$ cat src/rtl/lc3b_types.sv
// Shared LC-3b types: the packed per-instruction control word, its width and NOP value, and the
// occupancy states of the generic pipeline register.
package lc3b_types;

  typedef struct packed {
    logic [3:0] opcode;
    logic [2:0] aluop;
    logic [1:0] pcmux_sel;
    logic [1:0] marmux_sel;
    logic       mdrmux_sel;
    logic [1:0] regfilemux_sel;
    logic [1:0] alumux_sel;
    logic       sr2mux_sel;
    logic [2:0] dest;
    logic       load_pc;
    logic       load_ir;
    logic       load_regfile;
    logic       load_mar;
    logic       load_mdr;
    logic       load_cc;
    logic       mem_read;
    logic       mem_write;
    logic [1:0] mem_byte_enable;
  } ctrl_struct;

  localparam int unsigned CTRL_W = $bits(ctrl_struct);

  // All-zero control word: no architectural state is loaded and memory stays idle.
  localparam ctrl_struct CTRL_NOP = '0;

  typedef enum logic [1:0] {
    ps_empty,
    ps_one,
    ps_two
  } pipe_state_e;

endpackage

$ cat src/rtl/lc3b_pipe_entry.sv
// Load-enabled storage for one pipeline entry (control word plus data words).
module lc3b_pipe_entry #(
  parameter int unsigned W = 78
) (
  input  logic         clk,
  input  logic         rst,
  input  logic         load_i,
  input  logic [W-1:0] data_i,
  output logic [W-1:0] data_o
);

  logic [W-1:0] data_q, data_d;

  always_comb begin
    data_d = data_q;
    if (load_i) data_d = data_i;
  end

  always_ff @(posedge clk or posedge rst) begin
    if (rst) data_q <= '0;
    else     data_q <= data_d;
  end

  assign data_o = data_q;

endmodule

$ cat src/rtl/lc3b_pipe_stage.sv
// Generic LC-3b inter-stage register: valid/ready handshake through a two-entry skid buffer,
// flush with bubble insertion and a saturating stall counter.
module lc3b_pipe_stage
  import lc3b_types::*;
#(
  parameter int unsigned CTRL_W   = lc3b_types::CTRL_W,
  parameter int unsigned DATA_W   = 16,
  parameter int unsigned NUM_DATA = 3,
  parameter int unsigned CNT_W    = 16
) (
  input  logic                       clk,
  input  logic                       rst,
  input  logic                       in_valid,
  output logic                       in_ready,
  input  logic [CTRL_W-1:0]          in_ctrl,
  input  logic [NUM_DATA*DATA_W-1:0] in_data,
  input  logic                       flush,
  output logic                       out_valid,
  input  logic                       out_ready,
  output logic [CTRL_W-1:0]          out_ctrl,
  output logic [NUM_DATA*DATA_W-1:0] out_data,
  output logic [CNT_W-1:0]           stall_cnt
);

  localparam int unsigned DataBits = NUM_DATA * DATA_W;
  localparam int unsigned EntryW   = CTRL_W + DataBits;

  pipe_state_e       state_q, state_d;
  logic [CNT_W-1:0]  stall_q, stall_d;
  logic [EntryW-1:0] main_q, main_d, skid_q, in_entry;
  logic              main_load, skid_load;
  logic              in_fire, out_fire;

  assign in_entry  = {in_ctrl, in_data};
  // Both handshake flags come from state only, so out_ready never reaches in_ready.
  assign out_valid = (state_q != ps_empty);
  assign in_ready  = (state_q != ps_two);
  assign in_fire   = in_valid & in_ready;
  assign out_fire  = out_valid & out_ready;

  always_comb begin
    state_d   = state_q;
    main_load = 1'b0;
    skid_load = 1'b0;
    main_d    = in_entry;
    if (flush) begin
      state_d = ps_empty;
    end else begin
      unique case (state_q)
        ps_empty: begin
          if (in_fire) begin
            state_d   = ps_one;
            main_load = 1'b1;
          end
        end
        ps_one: begin
          if (in_fire && out_fire) begin
            main_load = 1'b1;
          end else if (in_fire) begin
            state_d   = ps_two;
            skid_load = 1'b1;
          end else if (out_fire) begin
            state_d = ps_empty;
          end
        end
        ps_two: begin
          if (out_fire) begin
            state_d   = ps_one;
            main_load = 1'b1;
            main_d    = skid_q;
          end
        end
        default: state_d = ps_empty;
      endcase
    end
  end

  always_comb begin
    stall_d = stall_q;
    if (out_valid && !out_ready && (stall_q != {CNT_W{1'b1}})) stall_d = stall_q + CNT_W'(1);
  end

  always_ff @(posedge clk or posedge rst) begin
    if (rst) begin
      state_q <= ps_empty;
      stall_q <= '0;
    end else begin
      state_q <= state_d;
      stall_q <= stall_d;
    end
  end

  lc3b_pipe_entry #(
    .W(EntryW)
  ) u_main (
    .clk   (clk),
    .rst   (rst),
    .load_i(main_load),
    .data_i(main_d),
    .data_o(main_q)
  );

  lc3b_pipe_entry #(
    .W(EntryW)
  ) u_skid (
    .clk   (clk),
    .rst   (rst),
    .load_i(skid_load),
    .data_i(in_entry),
    .data_o(skid_q)
  );

  // Bubbles present an all-zero (NOP) control word so downstream stages stay inert.
  assign out_ctrl  = out_valid ? main_q[EntryW-1 -: CTRL_W] : '0;
  assign out_data  = out_valid ? main_q[DataBits-1:0] : '0;
  assign stall_cnt = stall_q;

  a_no_fire_in_two: assert property (@(posedge clk) disable iff (rst)
    !(in_fire && (state_q == ps_two)));

  a_nop_bubble: assert property (@(posedge clk) disable iff (rst)
    !out_valid |-> ((out_ctrl == '0) && (out_data == '0)));

  a_upstream_stable: assert property (@(posedge clk) disable iff (rst)
    (in_valid && !in_ready) |=> ($stable(in_ctrl) && $stable(in_data)))
    else $warning("upstream payload changed while the stage was not ready");

endmodule

$ cat config.mk
export PLATFORM = sky130hd
export DESIGN_NAME = lc3b_pipe_stage
export DESIGN_NICKNAME = d
export VERILOG_FILES = /design/src/rtl/lc3b_types.sv /design/src/rtl/lc3b_pipe_entry.sv /design/src/rtl/lc3b_pipe_stage.sv
export SDC_FILE = /design/constraint.sdc
export NUM_CORES = 1
export LEC_CHECK = 0
export ABC_AREA = 1
export CAP_MARGIN = 15
export CORE_MARGIN = 10
export CORE_UTILIZATION = 45
export DETAILED_ROUTE_END_ITERATION = 10
export PLACE_DENSITY = 0.72
export RECOVER_POWER = 100
export SLEW_MARGIN = 20
export SYNTH_ARGS = -nofsm -noshare
export SYNTH_HDL_FRONTEND = slang
export SYNTH_HIERARCHICAL = 1
export SYNTH_SLANG_ARGS = --single-unit
$ cat constraint.sdc
create_clock -name clk -period 4.41 [get_ports clk]
set_input_delay 1.323 -clock clk [delete_from_list [all_inputs] [get_ports clk]]
set_output_delay 1.323 -clock clk [all_outputs]
set_load 0.01 [all_outputs]
==> results.toml, run 1 <==
[layout]
final_util_pct = 59.2
syn_to_final_growth_pct = 28.6
multi_input_area_sq_um = 3610
layout.area.seq_sq_um = 4350
drive_gt1_share_pct = 10.5
diodes = 0
fin_nets = 1314
filler_cell_count = 1730

[timing]
slew_headroom_pct = -24.0
finClkSkew_ns = 0.0106
worst_pin_slew_ns = 1.85
setup_viol = 0
tns_ns = 0
finalMaxSlewViolations = 154
fin_hold_ws_ns = 0.470
post-route-period-util_pct = 89.9
max_freq_ghz = 0.252
finalHoldViolations = 0
layout_min_cycle_time_ns = 3.97
grt_setup_unrepaired = "false"

[power_and_ir_drop]
switchingPower_mw = 1.59
peakVddDrop_uv = 269
clockPowerShare_pct = 29.3
leakagePower_nw = 5.85
seqPwrFrac_pct = 45.9
power_density_nw_per_um2 = 459
internal_power_mw = 3.51
power.switching_fraction_pct = 31.2
combPwrFrac_pct = 24.8

[clock_tree]
cts_root_buf = "clkbuf_16"
worst_skew_pair.late_latency_ns = 0.43
cts_tree = "yes"
clkTransAtPathRegs_ns = 0.06
cts_buffer_depth = 2
cts_resized = 0
cts_hold_buf = 0
htree_levels = 4
cts.sinks = 174
post_cts_buffers = 0
numCtsBuffers = 17

[global_routing]
grt_pass1_wl_mm = 37.5
grt.total_usage_pct = 17.8
antenna_found_initial = 0
grt_pass1_vias = 7316
overflow = 0
grt_max_degree = 79

[die]
die_h_microns = 159
die_w_microns = 159
die_area_sq_um = 25200
initial_core_util_pct = 46.0
core_area_sq_um = 18800
placementRows = 50
pin_count = 179

[setup_path]
critPathMaxFanout = 27
crit_arrival_ns = 2.64
cp.required_ns = 3.09
critPathCaptureType = "output port"
cp-start-kind = "flip-flop"
critPathKind = "reg2out"

[synthesis]
synth_nets = 1157
synth_seq_cells = 174
ys_warn_count = 6
syn_inst = 1073
avgSynthCellArea_sq_um = 8.07
synth_area_sq_um = 8660
ys_types = 27
yosysSeqAreaShare_pct = 50.3

[place]
place_congestion = 0.797
dp_hpwl_mm = 14.9
port_buffers = 178

[job]
max_cap_viol_count = 3

[outcome]
violations = "max-capacitance violations, max-slew violations"
status = "finished with violations"

[drt]
drc = 0
vias_per_cell = 4.72
vias = 7089
drtPass1Iterations = 4
post_drt_wl_per_cell_microns = 14.8
drt-total-wl_mm = 22.3
drtAntennaViolNets = 0
drt_iter0_drc = 372

[worst_hold_path]
hp-class = "reg2reg"
-- cell usage after synthesis, drive strengths merged --
library cell  count  area share [%]
o21ai            10            0.58
mux2             78              11
o211ai            1           0.087
o22ai             1           0.072
xor2              9            0.91
or2               1           0.072
nor2             97             4.4
a211oi            1           0.087
dfrtp           174              50
ha                1            0.14
nand3            16            0.98
nand3b            1           0.087
clkbuf            5            0.22
nand4             5            0.36
nand2           527              23
inv              98             4.2
buf              48             3.6
-- state kept, by name, summed over array words and instances (netlist names) --
signal	flops
stall_cnt	16
u_main/data_o	78
u_skid/data_o	78
state_q	2
-- cells in the final DEF, fill, tap and decap left out, types with 4 or more instances in the layout --
cell type	n
inv_6	4
xor2_1	9
nor2_1	95
clkdlybuf4s50_1	121
clkbuf_2	5
buf_4	5
o21ai_0	10
clkbuf_8	5
mux2_2	58
clkbuf_16	17
dlygate4sd3_1	57
nand4_1	5
mux2_4	20
nand2_1	526
dfrtp_1	174
nand3_1	15
inv_1	94
-- routing by layer --
metal | wire length (microns) | global-route usage, % | vias up
met5 | 0 | 0 | -
met4 | 294 | 5.19 | 0
met3 | 1300 | 5.16 | 21
met2 | 10800 | 29.7 | 146
met1 | 9870 | 21.7 | 3382
li1 | - | - | 3540
-- power by group through the flow --
stage / sequential (mW) / clock, mW / combinational, mW
6_report: 2.34 / 1.50 / 1.27
5_1_grt: 2.41 / 1.60 / 1.45
4_1_cts: 2.35 / 1.53 / 1.34
3_5_place_dp: 2.36 / 0 / 1.33
3_3_place_gp: 2.34 / 0 / 1.29
2_1_floorplan: 2.30 / 0 / 0.781
-- final cells by class --
cell class / instances / area share, %
clock buffers: 22 / 4.44
clock inverters: 10 / 0.898
inverters: 98 / 3.32
multi-input cells: 748 / 32.4
flip-flops and latches: 174 / 39.1
well taps: 260 / 2.92
repair buffers: 191 / 16.9
-- worst paths after layout --
path	start	end	slack, ns	cells after the start
setup reg to reg	state_q[1]$_DFFE_PP0P_	u_main/data_o[46]$_DFFE_PP0P_	1.25	6
setup / recovery	state_q[1]$_DFFE_PP0P_	out_ctrl[16]	0.44	4
hold / removal	u_main/data_o[54]$_DFFE_PP0P_	u_main/data_o[54]$_DFFE_PP0P_	0.47	2
min in group asynchronous	rst	stall_cnt[9]$_DFFE_PP0P_	1.54	2
max in group asynchronous	rst	u_skid/data_o[52]$_DFFE_PP0P_	0.78	3
hold reg to reg	u_main/data_o[54]$_DFFE_PP0P_	u_main/data_o[54]$_DFFE_PP0P_	0.47	2
-- worst max-delay path, stage by stage (launching register included) --
cell	delay, ns
dfrtp_1	0.47
nor2_4	0.44
clkbuf_2	0.56
nor2_1	0.07
dlygate4sd3_1	0.67
-- metrics by stage --
step / setup slack, ns / area (sq um) / std cells / power (mW)
2_1_floorplan: 1.09 / 8660 / 1073 / 3.08
3_3_place_gp: 0.986 / 10600 / 1471 / 3.64
3_5_place_dp: 0.910 / 10600 / 1471 / 3.69
4_1_cts: 0.672 / 11200 / 1503 / 5.21
5_1_grt: 0.286 / 11100 / 1503 / 5.46
6_report: 0.444 / 11100 / 1503 / 5.11
-- kinds of logic after synthesis --
| logic type | count (synthesis) | synth area share [%] |
|---|---|---|
| flops | 174 | 50.3 |
| mux | 78 | 11.0 |
| xor+xnor | 9 | 0.910 |
| compound gates | 13 | 0.823 |
| buf+inv | 151 | 8.03 |
| fa+ha+maj | 1 | 0.144 |
| simple gates | 647 | 28.8 |
No activity file was read; power rests on OpenSTA's default activity.
==> run 2: changes to the inputs <==
--- a/config.mk
+++ b/config.mk
@@ -17,3 +17,4 @@
 export SYNTH_HDL_FRONTEND = slang
 export SYNTH_HIERARCHICAL = 1
 export SYNTH_SLANG_ARGS = --single-unit
+export TNS_END_PERCENT = 20
==> results of run 2 <==
Same layout as run 1: the final DEF is identical, and so are final timing and power.
